**src/rtl/composer_pkg.sv**
```systemverilog
// Shared constants and helpers for the multi-layer composer.
// Sprite depth encoding, default scaling limits and the packed per-layer slice helper.
package composer_pkg;

    localparam int Z_NONE        = 0;
    localparam int Z_BOTTOM      = 1;
    localparam int MAX_X_DEFAULT = 640;
    localparam int MAX_Y_DEFAULT = 480;

    // Widest supported packed layer vector: 4 layers of up to 16-bit colour.
    localparam int SLICE_MAX_W = 16;
    localparam int SLICE_VEC_W = 4 * SLICE_MAX_W;

    function automatic logic [SLICE_MAX_W-1:0] layer_slice(
        input logic [SLICE_VEC_W-1:0] vec,
        input int                     idx,
        input int                     w
    );
        logic [SLICE_VEC_W-1:0] shifted;
        logic [SLICE_MAX_W-1:0] mask;
        shifted = vec >> (idx * w);
        mask    = (SLICE_MAX_W'(1) << w) - SLICE_MAX_W'(1);
        return shifted[SLICE_MAX_W-1:0] & mask;
    endfunction

endpackage

```
**src/rtl/composer_mlayer_if.sv**
```systemverilog
// Line-buffer side of the composer: read indices and render strobes out,
// layer and sprite line-buffer data back in.
interface composer_mlayer_if #(
    parameter int NUM_LAYERS = 2,
    parameter int COLOR_W    = 8,
    parameter int Z_W        = 2,
    parameter int H_W        = 10,
    parameter int V_W        = 9
);
    logic [NUM_LAYERS*COLOR_W-1:0] layer_lb_rddata;
    logic [COLOR_W+Z_W-1:0]        sprite_lb_rddata;
    logic [H_W-1:0]                lb_rdidx;
    logic [V_W-1:0]                line_idx;
    logic                          line_render_start;
    logic                          sprite_lb_erase_start;

    modport master (
        output lb_rdidx, line_idx, line_render_start, sprite_lb_erase_start,
        input  layer_lb_rddata, sprite_lb_rddata
    );

    modport slave (
        input  lb_rdidx, line_idx, line_render_start, sprite_lb_erase_start,
        output layer_lb_rddata, sprite_lb_rddata
    );
endinterface

```
**src/rtl/composer_mlayer_mix.sv**
```systemverilog
// Combinational priority mux: paints bottom to top, interleaving the sprite
// plane at its programmed depth between the keyed background layers.
module composer_mix
    import composer_pkg::*;
#(
    parameter int NUM_LAYERS = 2,
    parameter int COLOR_W    = 8,
    parameter int Z_W        = 2
) (
    input  logic [NUM_LAYERS*COLOR_W-1:0] layer_data,
    input  logic [NUM_LAYERS*COLOR_W-1:0] layer_key,
    input  logic [NUM_LAYERS-1:0]         layer_enable,
    input  logic [COLOR_W+Z_W-1:0]        sprite_data,
    input  logic                          sprites_enabled,
    output logic [COLOR_W-1:0]            pixel
);

    logic [COLOR_W-1:0] spr_col;
    logic [Z_W-1:0]     spr_z;
    logic               spr_on;

    assign spr_col = sprite_data[COLOR_W-1:0];
    assign spr_z   = sprite_data[COLOR_W+Z_W-1:COLOR_W];
    assign spr_on  = sprites_enabled && (spr_col != '0) && (32'(spr_z) != Z_NONE);

    always_comb begin
        logic [COLOR_W-1:0] data_i;
        logic [COLOR_W-1:0] key_i;
        pixel = '0;
        if (spr_on && 32'(spr_z) == Z_BOTTOM) pixel = spr_col;
        for (int i = 0; i < NUM_LAYERS; i++) begin
            data_i = COLOR_W'(layer_slice(SLICE_VEC_W'(layer_data), i, COLOR_W));
            key_i  = COLOR_W'(layer_slice(SLICE_VEC_W'(layer_key), i, COLOR_W));
            if (layer_enable[i] && data_i != key_i) pixel = data_i;
            // Depth is compared at 32 bits so i+2 never aliases onto z=0.
            if (spr_on && 32'(spr_z) == i + 2) pixel = spr_col;
        end
        if (spr_on && 32'(spr_z) > NUM_LAYERS) pixel = spr_col;
    end

endmodule

```
**src/rtl/composer_mlayer.sv**
```systemverilog
// Scan counters, fractional line-buffer scaling, line IRQ, field tracking and
// a two-stage registered composition of NUM_LAYERS layers plus sprites.
module composer_mlayer
    import composer_pkg::*;
#(
    parameter int NUM_LAYERS = 2,
    parameter int COLOR_W    = 8,
    parameter int Z_W        = 2,
    parameter int H_W        = 10,
    parameter int V_W        = 9,
    parameter int FRAC_W     = 8,
    parameter int MAX_X      = MAX_X_DEFAULT,
    parameter int MAX_Y      = MAX_Y_DEFAULT
) (
    input  logic                          clk,
    input  logic                          rst,
    input  logic                          interlaced,
    input  logic [FRAC_W-1:0]             frac_x_incr,
    input  logic [FRAC_W-1:0]             frac_y_incr,
    input  logic [COLOR_W-1:0]            border_color,
    input  logic [H_W-1:0]                active_hstart,
    input  logic [H_W-1:0]                active_hstop,
    input  logic [V_W-1:0]                active_vstart,
    input  logic [V_W-1:0]                active_vstop,
    input  logic [V_W-1:0]                irqline,
    input  logic [NUM_LAYERS-1:0]         layer_enable,
    input  logic                          sprites_enabled,
    input  logic [NUM_LAYERS*COLOR_W-1:0] layer_key,
    input  logic                          display_next_frame,
    input  logic                          display_next_line,
    input  logic                          display_next_pixel,
    input  logic                          display_current_field,
    output logic                          current_field,
    output logic                          line_irq,
    output logic [V_W-1:0]                scanline,
    output logic [COLOR_W-1:0]            display_data,
    output logic                          display_valid,
    composer_mlayer_if.master             lb
);

    localparam int SX_W = H_W + FRAC_W - 1;
    localparam int SY_W = V_W + FRAC_W - 1;
    localparam logic [SX_W-1:0] MAX_X_FX = SX_W'(MAX_X << (FRAC_W - 1));
    localparam logic [SY_W-1:0] MAX_Y_FX = SY_W'(MAX_Y << (FRAC_W - 1));

    logic [V_W:0]         y_q, y_d, y_line_q, y_line_d;
    logic [H_W:0]         x_cnt_q, x_cnt_d;
    logic [SX_W-1:0]      sx_q, sx_d;
    logic [SY_W-1:0]      sy_q, sy_d;
    logic                 field_q, field_d, irq_q, irq_d;
    logic                 line_eval_q, line_eval_d, started_q, started_d;
    logic                 render_q, render_d, active_q, active_d;
    logic                 valid_q, valid_d;
    logic [COLOR_W-1:0]   data_q, data_d, mix_pixel;
    logic [H_W-1:0]       x;
    logic                 hactive, vactive;
    logic [FRAC_W-1:0]    incr_x;
    logic [FRAC_W:0]      incr_y;
    logic [SX_W:0]        sx_sum;

    assign x       = x_cnt_q[H_W:1];
    assign hactive = (x >= active_hstart) && (x < active_hstop);
    assign vactive = (y_line_q >= {1'b0, active_vstart}) && (y_line_q < {1'b0, active_vstop})
                     && (sy_q < MAX_Y_FX);
    assign incr_x  = interlaced ? (frac_x_incr >> 1) : frac_x_incr;
    assign incr_y  = interlaced ? {frac_y_incr, 1'b0} : {1'b0, frac_y_incr};
    assign sx_sum  = {1'b0, sx_q} + (SX_W+1)'(incr_x);

    always_comb begin
        y_d         = y_q;
        y_line_d    = y_line_q;
        field_d     = field_q;
        x_cnt_d     = x_cnt_q;
        sx_d        = sx_q;
        sy_d        = sy_q;
        started_d   = started_q;
        render_d    = 1'b0;
        line_eval_d = display_next_line;
        if (display_next_frame) begin
            y_d     = (interlaced && !display_current_field) ? (V_W+1)'(1) : '0;
            field_d = !display_current_field;
        end else if (display_next_line) begin
            y_d = y_q + (interlaced ? (V_W+1)'(2) : (V_W+1)'(1));
        end
        if (display_next_line) y_line_d = y_q;

        if (interlaced) irq_d = display_next_line && (y_q[V_W:1] == {1'b0, irqline[V_W-1:1]});
        else            irq_d = display_next_line && (y_q == {1'b0, irqline});

        if (display_next_line) begin
            x_cnt_d = '0;
            sx_d    = '0;
        end else if (display_next_pixel) begin
            x_cnt_d = x_cnt_q + (interlaced ? (H_W+1)'(1) : (H_W+1)'(2));
            if (hactive && sx_q < MAX_X_FX)
                sx_d = (sx_sum > {1'b0, MAX_X_FX}) ? MAX_X_FX : sx_sum[SX_W-1:0];
        end

        // Vertical scaling runs the cycle after next_line, once y has advanced.
        if (line_eval_q) begin
            if (y_q >= {1'b0, active_vstart} && !started_q) begin
                started_d = 1'b1;
                render_d  = 1'b1;
                sy_d      = (interlaced && (field_q ^ active_vstart[0])) ? SY_W'(frac_y_incr) : '0;
            end else if (vactive) begin
                render_d = 1'b1;
                sy_d     = sy_q + SY_W'(incr_y);
            end
        end
        if (display_next_frame) started_d = 1'b0;

        active_d = hactive && vactive;
        valid_d  = active_q;
        data_d   = active_q ? mix_pixel : border_color;
    end

    always_ff @(posedge clk or posedge rst) begin
        if (rst) begin
            y_q <= '0;  y_line_q <= '0;  x_cnt_q <= '0;  sx_q <= '0;  sy_q <= '0;
            field_q <= 1'b0;  irq_q <= 1'b0;  line_eval_q <= 1'b0;  started_q <= 1'b0;
            render_q <= 1'b0;  active_q <= 1'b0;  valid_q <= 1'b0;  data_q <= '0;
        end else begin
            y_q <= y_d;  y_line_q <= y_line_d;  x_cnt_q <= x_cnt_d;  sx_q <= sx_d;  sy_q <= sy_d;
            field_q <= field_d;  irq_q <= irq_d;  line_eval_q <= line_eval_d;  started_q <= started_d;
            render_q <= render_d;  active_q <= active_d;  valid_q <= valid_d;  data_q <= data_d;
        end
    end

    composer_mix #(.NUM_LAYERS(NUM_LAYERS), .COLOR_W(COLOR_W), .Z_W(Z_W)) u_mix (
        .layer_data      (lb.layer_lb_rddata),
        .layer_key       (layer_key),
        .layer_enable    (layer_enable),
        .sprite_data     (lb.sprite_lb_rddata),
        .sprites_enabled (sprites_enabled),
        .pixel           (mix_pixel)
    );

    assign current_field            = field_q;
    assign line_irq                 = irq_q;
    assign scanline                 = y_line_q[V_W] ? '1 : y_q[V_W-1:0];
    assign display_data             = data_q;
    assign display_valid            = valid_q;
    assign lb.lb_rdidx              = sx_q[SX_W-1 -: H_W];
    assign lb.line_idx              = sy_q[SY_W-1 -: V_W];
    assign lb.line_render_start     = render_q;
    assign lb.sprite_lb_erase_start = (x_cnt_q == {H_W'(MAX_X - 1), interlaced});

endmodule

```
**src/flat_wrapper.sv**
```systemverilog
// flat-port wrapper written by rule: the top's interface ports become plain ports
module composer_mlayer_flat import composer_pkg::*;
#(
    parameter int NUM_LAYERS = 2,
    parameter int COLOR_W    = 8,
    parameter int Z_W        = 2,
    parameter int H_W        = 10,
    parameter int V_W        = 9,
    parameter int FRAC_W     = 8,
    parameter int MAX_X      = MAX_X_DEFAULT,
    parameter int MAX_Y      = MAX_Y_DEFAULT
)
  (clk, rst, interlaced, frac_x_incr, frac_y_incr, border_color, active_hstart, active_hstop, active_vstart, active_vstop, irqline, layer_enable, sprites_enabled, layer_key, display_next_frame, display_next_line, display_next_pixel, display_current_field, current_field, line_irq, scanline, display_data, display_valid, lb_lb_rdidx, lb_line_idx, lb_line_render_start, lb_sprite_lb_erase_start, lb_layer_lb_rddata, lb_sprite_lb_rddata);
  composer_mlayer_if #(.NUM_LAYERS(NUM_LAYERS), .COLOR_W(COLOR_W), .Z_W(Z_W), .H_W(H_W), .V_W(V_W)) lb_i ();
  input  logic clk;
  input  logic rst;
  input  logic interlaced;
  input  logic [FRAC_W-1:0] frac_x_incr;
  input  logic [FRAC_W-1:0] frac_y_incr;
  input  logic [COLOR_W-1:0] border_color;
  input  logic [H_W-1:0] active_hstart;
  input  logic [H_W-1:0] active_hstop;
  input  logic [V_W-1:0] active_vstart;
  input  logic [V_W-1:0] active_vstop;
  input  logic [V_W-1:0] irqline;
  input  logic [NUM_LAYERS-1:0] layer_enable;
  input  logic sprites_enabled;
  input  logic [NUM_LAYERS*COLOR_W-1:0] layer_key;
  input  logic display_next_frame;
  input  logic display_next_line;
  input  logic display_next_pixel;
  input  logic display_current_field;
  output logic current_field;
  output logic line_irq;
  output logic [V_W-1:0] scanline;
  output logic [COLOR_W-1:0] display_data;
  output logic display_valid;
  output wire logic [$bits(lb_i.lb_rdidx)-1:0] lb_lb_rdidx;
  output wire logic [$bits(lb_i.line_idx)-1:0] lb_line_idx;
  output wire logic [$bits(lb_i.line_render_start)-1:0] lb_line_render_start;
  output wire logic [$bits(lb_i.sprite_lb_erase_start)-1:0] lb_sprite_lb_erase_start;
  input wire logic [$bits(lb_i.layer_lb_rddata)-1:0] lb_layer_lb_rddata;
  input wire logic [$bits(lb_i.sprite_lb_rddata)-1:0] lb_sprite_lb_rddata;
  assign lb_lb_rdidx = lb_i.lb_rdidx;
  assign lb_line_idx = lb_i.line_idx;
  assign lb_line_render_start = lb_i.line_render_start;
  assign lb_sprite_lb_erase_start = lb_i.sprite_lb_erase_start;
  assign lb_i.layer_lb_rddata = lb_layer_lb_rddata;
  assign lb_i.sprite_lb_rddata = lb_sprite_lb_rddata;
  composer_mlayer #(.NUM_LAYERS(NUM_LAYERS), .COLOR_W(COLOR_W), .Z_W(Z_W), .H_W(H_W), .V_W(V_W), .FRAC_W(FRAC_W), .MAX_X(MAX_X), .MAX_Y(MAX_Y)) u_core (.clk(clk), .rst(rst), .interlaced(interlaced), .frac_x_incr(frac_x_incr), .frac_y_incr(frac_y_incr), .border_color(border_color), .active_hstart(active_hstart), .active_hstop(active_hstop), .active_vstart(active_vstart), .active_vstop(active_vstop), .irqline(irqline), .layer_enable(layer_enable), .sprites_enabled(sprites_enabled), .layer_key(layer_key), .display_next_frame(display_next_frame), .display_next_line(display_next_line), .display_next_pixel(display_next_pixel), .display_current_field(display_current_field), .current_field(current_field), .line_irq(line_irq), .scanline(scanline), .display_data(display_data), .display_valid(display_valid), .lb(lb_i));
endmodule
```
**config.mk**
```make
export PLATFORM = sky130hd
export DESIGN_NAME = composer_mlayer_flat
export DESIGN_NICKNAME = d
export VERILOG_FILES = /design/src/rtl/composer_pkg.sv /design/src/rtl/composer_mlayer_if.sv /design/src/rtl/composer_mlayer_mix.sv /design/src/rtl/composer_mlayer.sv /design/src/flat_wrapper.sv
export SDC_FILE = /design/constraint.sdc
export NUM_CORES = 1
export LEC_CHECK = 0
export CAP_MARGIN = 20
export CORE_MARGIN = 4
export CORE_UTILIZATION = 40
export CTS_CLUSTER_DIAMETER = 80
export DETAILED_ROUTE_END_ITERATION = 6
export HOLD_SLACK_MARGIN = 0.1
export PLACE_DENSITY = 0.64
export SLEW_MARGIN = 0
export SYNTH_ARGS = -nofsm -noshare
export SYNTH_HDL_FRONTEND = slang
export SYNTH_SLANG_ARGS = --single-unit
export TNS_END_PERCENT = 50
```
**constraint.sdc**
```tcl
create_clock -name clk -period 5.05 [get_ports clk]
set_input_delay 0.505 -clock clk [delete_from_list [all_inputs] [get_ports clk]]
set_output_delay 0.505 -clock clk [all_outputs]
set_load 0.01 [all_outputs]
```
==> flow_metrics.env <==
export IMPL_dieArea_um2=18800
export IMPL_dp_slack_ns=0.327
export IMPL_rsz0062_at_grt="no"
export IMPL_yosysWarnings=0
export IMPL_tritoncts="done"
export IMPL_routedWlPerCell_um=15.3
export IMPL_syn_cell_area_um2=6690
export IMPL_power_frac_seq=0.379
export IMPL_use_met2=0.317
export IMPL_vias=5809
export IMPL_first_iter_violations=289
export IMPL_crit_end="u_core.sx_q[2]"
export IMPL_skew_ns=0.00372
export IMPL_synth_seq_area_share=0.296
export IMPL_drc=0
export IMPL_synth_top_cell_area_share=0.296
export IMPL_cts_resized=0
export IMPL_num_antenna_cells=0
export IMPL_grt_pass1_vias=5731
export IMPL_die_h_um=137
export IMPL_worstSetupPathType="in2reg"
export IMPL_r2r_cells=12
export IMPL_stdcell_area_um2=8700
export IMPL_dieWidth_um=137
export IMPL_hpwl_mm=13.4
export IMPL_combinationalPowerShare=0.253
export IMPL_crit_start="interlaced"
export IMPL_routed_via_density=5.20
export IMPL_clk_pin_slew_worst_paths_ns=0.06
export IMPL_vdd_ir_drop_max_mv=0.147
export IMPL_drv_cap=0
export IMPL_h_tree_depth=3
export IMPL_grt_overflow_total=0
export IMPL_nFillCells=1563
export IMPL_fin_cells=1117
export IMPL_fin_crit_sh=0.858
export IMPL_ys_ff_latch=79
export IMPL_synth_area_leader_cell="dfrtp_1"
export IMPL_ys_top_cells_by_area="dfrtp_1, ha_1, mux2_2"
export IMPL_postRouteAntennaNets=0
export IMPL_globalRouteMet1Util=0.230
export IMPL_cts_buffers=9
export IMPL_hold_class="reg2reg"
export IMPL_grt_max_degree=43
export IMPL_worstPathRequired_ns=5.32
export IMPL_grtUsageTotal=0.184
export IMPL_initial_core_util=0.406
export IMPL_switching_share=0.275
export IMPL_ys_types=72
export IMPL_power_leakage_nw=3.95
export IMPL_power_frac_clock=0.369
export IMPL_async_reset_ff_frac=1.00
export IMPL_area_growth_pct=30.1
export IMPL_layout_min_cycle_time_ns=4.33
export IMPL_setup_violations=0
export IMPL_firstDrtPassIters=4
export IMPL_core_um2=16500
export IMPL_nets=1085
export IMPL_syn_nets=946
export IMPL_wl_mm=17.1
export IMPL_grt_busiest_layer="met2"
export IMPL_finalWorstSetupSlack_ns=0.717
export IMPL_outcome="completed"
export IMPL_report_final_slew_viol_count=0
export IMPL_worstPathArrival_ns=4.60
export IMPL_fin_util=0.528
export IMPL_end_kind="register"
export IMPL_final_seq_area_um2=1980
export IMPL_p_int_mw=1.30
export IMPL_final_setup_tns_ns=0
export IMPL_antenna_found_initial=0
export IMPL_grt_pass1_wl_mm=27.7
export IMPL_ys_flop_type="dfrtp_1"
export IMPL_synthTopCellsByCount="dfrtp_1, inv_1, ha_1, nand2_1, nor2_1"
export IMPL_io_pins=164
export IMPL_hold_buffers=0
export IMPL_multi_input_comb_area_um2=4210
export IMPL_rows=47
export IMPL_placed_area_um2=8410
export IMPL_avgSynthCellArea_um2=8.88
export IMPL_worstMarginPinSlew_ns=0.993
export IMPL_synth_most_common_cell="dfrtp_1"
export IMPL_post_cts_buffers=0
export IMPL_syn_inst=753
export IMPL_p_total_mw=1.80
export IMPL_synth_edff_count=0
export IMPL_gp_congestion=0.884
export IMPL_finalHoldViolCount=0
export IMPL_min_from="u_core.sx_q[0]"
export IMPL_fmax_mhz=231
export IMPL_worstReg2RegEnd="u_core.sx_q[2]"
export IMPL_hold_slack_ns=0.494
export IMPL_start_kind="primary input"
export IMPL_slew_headroom=0.336
export IMPL_clk_latency_ns=0.34
export IMPL_met3_usage=0.0541
export IMPL_cts_root_buffer="clkbuf_16"
export IMPL_r2r_start="u_core.sx_q[0]"
export IMPL_powerDensity_nw_per_um2=207
export IMPL_r2r_slack_ns=1.55
export IMPL_switchingPower_mw=0.495
export IMPL_clockBufferDepth=2
export IMPL_cts_sink_count=79
export IMPL_portBuffers=163
export IMPL_dp_cells=1101
export IMPL_layout_drive_gt1_share=0.0870
export IMPL_worst_path_max_fanout=9
[worst min-delay path by stage]
stage | endpoint | depth (start not counted) | slack (ns)
after floorplan | u_core.display_valid | 0 | 0.44
after global placement | u_core.sx_q[0] | 2 | 0.48
after detailed placement | u_core.sx_q[4] | 2 | 0.48
after CTS | u_core.sx_q[4] | 2 | 0.50
after global routing | u_core.sx_q[4] | 2 | 0.51
final | u_core.sx_q[0] | 2 | 0.49
[cell type report]
type	count	share of cell area
clock inverters	3	0.00489
inverters	68	0.0295
flip-flops and latches	79	0.227
repair buffers	170	0.194
clock buffers	13	0.0288
well taps	220	0.0316
multi-input cells	564	0.484
[worst max-delay path, cell delays in order]
cell and delay, ns:
clkdlybuf4s50_1 0.78, mux2_2 0.25, ha_1 0.16, inv_1 0.06, fa_1 0.39, and2b_1 0.28
o211ai_4 0.11, a21oi_1 0.50, a31oi_1 0.16, a2111o_1 0.40, nor4_4 0.32, o211ai_2 0.28
buf_4 0.28, o21ai_2 0.11
[cell usage in the layout, fill, tap and decap left out, types with 12 or more instances in the layout]
| cell type | netlist | routed |
|---|---|---|
| a21o_1 | 15 | 15 |
| a21oi_1 | 24 | 24 |
| a31oi_1 | 13 | 13 |
| clkdlybuf4s50_1 | 0 | 163 |
| dfrtp_1 | 79 | 79 |
| ha_1 | 66 | 66 |
| inv_1 | 68 | 67 |
| mux2_2 | 28 | 28 |
| mux2i_1 | 17 | 17 |
| nand2_1 | 61 | 61 |
| nand2b_1 | 15 | 15 |
| nand3_1 | 21 | 21 |
| nand4_1 | 12 | 12 |
| nor2_1 | 51 | 51 |
| o211ai_1 | 13 | 13 |
| o21a_1 | 14 | 14 |
| o21ai_0 | 30 | 30 |
| xnor2_1 | 28 | 28 |
| xor2_1 | 28 | 28 |
[metal layers]
metal  part of all wire  vias to the layer above
li1                   -                     2936
met1               0.43                     2712
met2               0.49                      147
met3              0.072                       14
met4              0.010                        0
met5                  0                        -
[power by group through the flow]
stage	clock network (mW)	registers, mW	logic (mW)
after floorplan	0	0.689	0.271
after global placement	0	0.692	0.451
after detailed placement	0	0.692	0.456
after CTS	0.680	0.681	0.460
after global routing	0.709	0.685	0.510
final	0.663	0.681	0.454
[state kept, by name, summed over array words and instances, names as in the netlist]
register,cells
u_core.display_data,8
u_core.sx_q,17
u_core.current_field,1
u_core.started_q,1
u_core.display_valid,1
u_core.sy_q,16
u_core.line_irq,1
u_core.lb.line_render_start,1
u_core.active_q,1
u_core.line_eval_q,1
u_core.x_cnt_q,11
u_core.y_line_q,10
u_core.y_q,10
[cells by family (layout without fill, tap and decap cells)]
logic type	count (synthesis)	in the layout	share of synthesized area
fa+ha+maj	70	70	0.136
flops	79	79	0.296
buf+inv	110	254	0.0741
compound gates	166	166	0.177
simple gates	227	227	0.171
xor+xnor	56	56	0.0734
mux	45	45	0.0726
(Power assumes the default switching activity.)
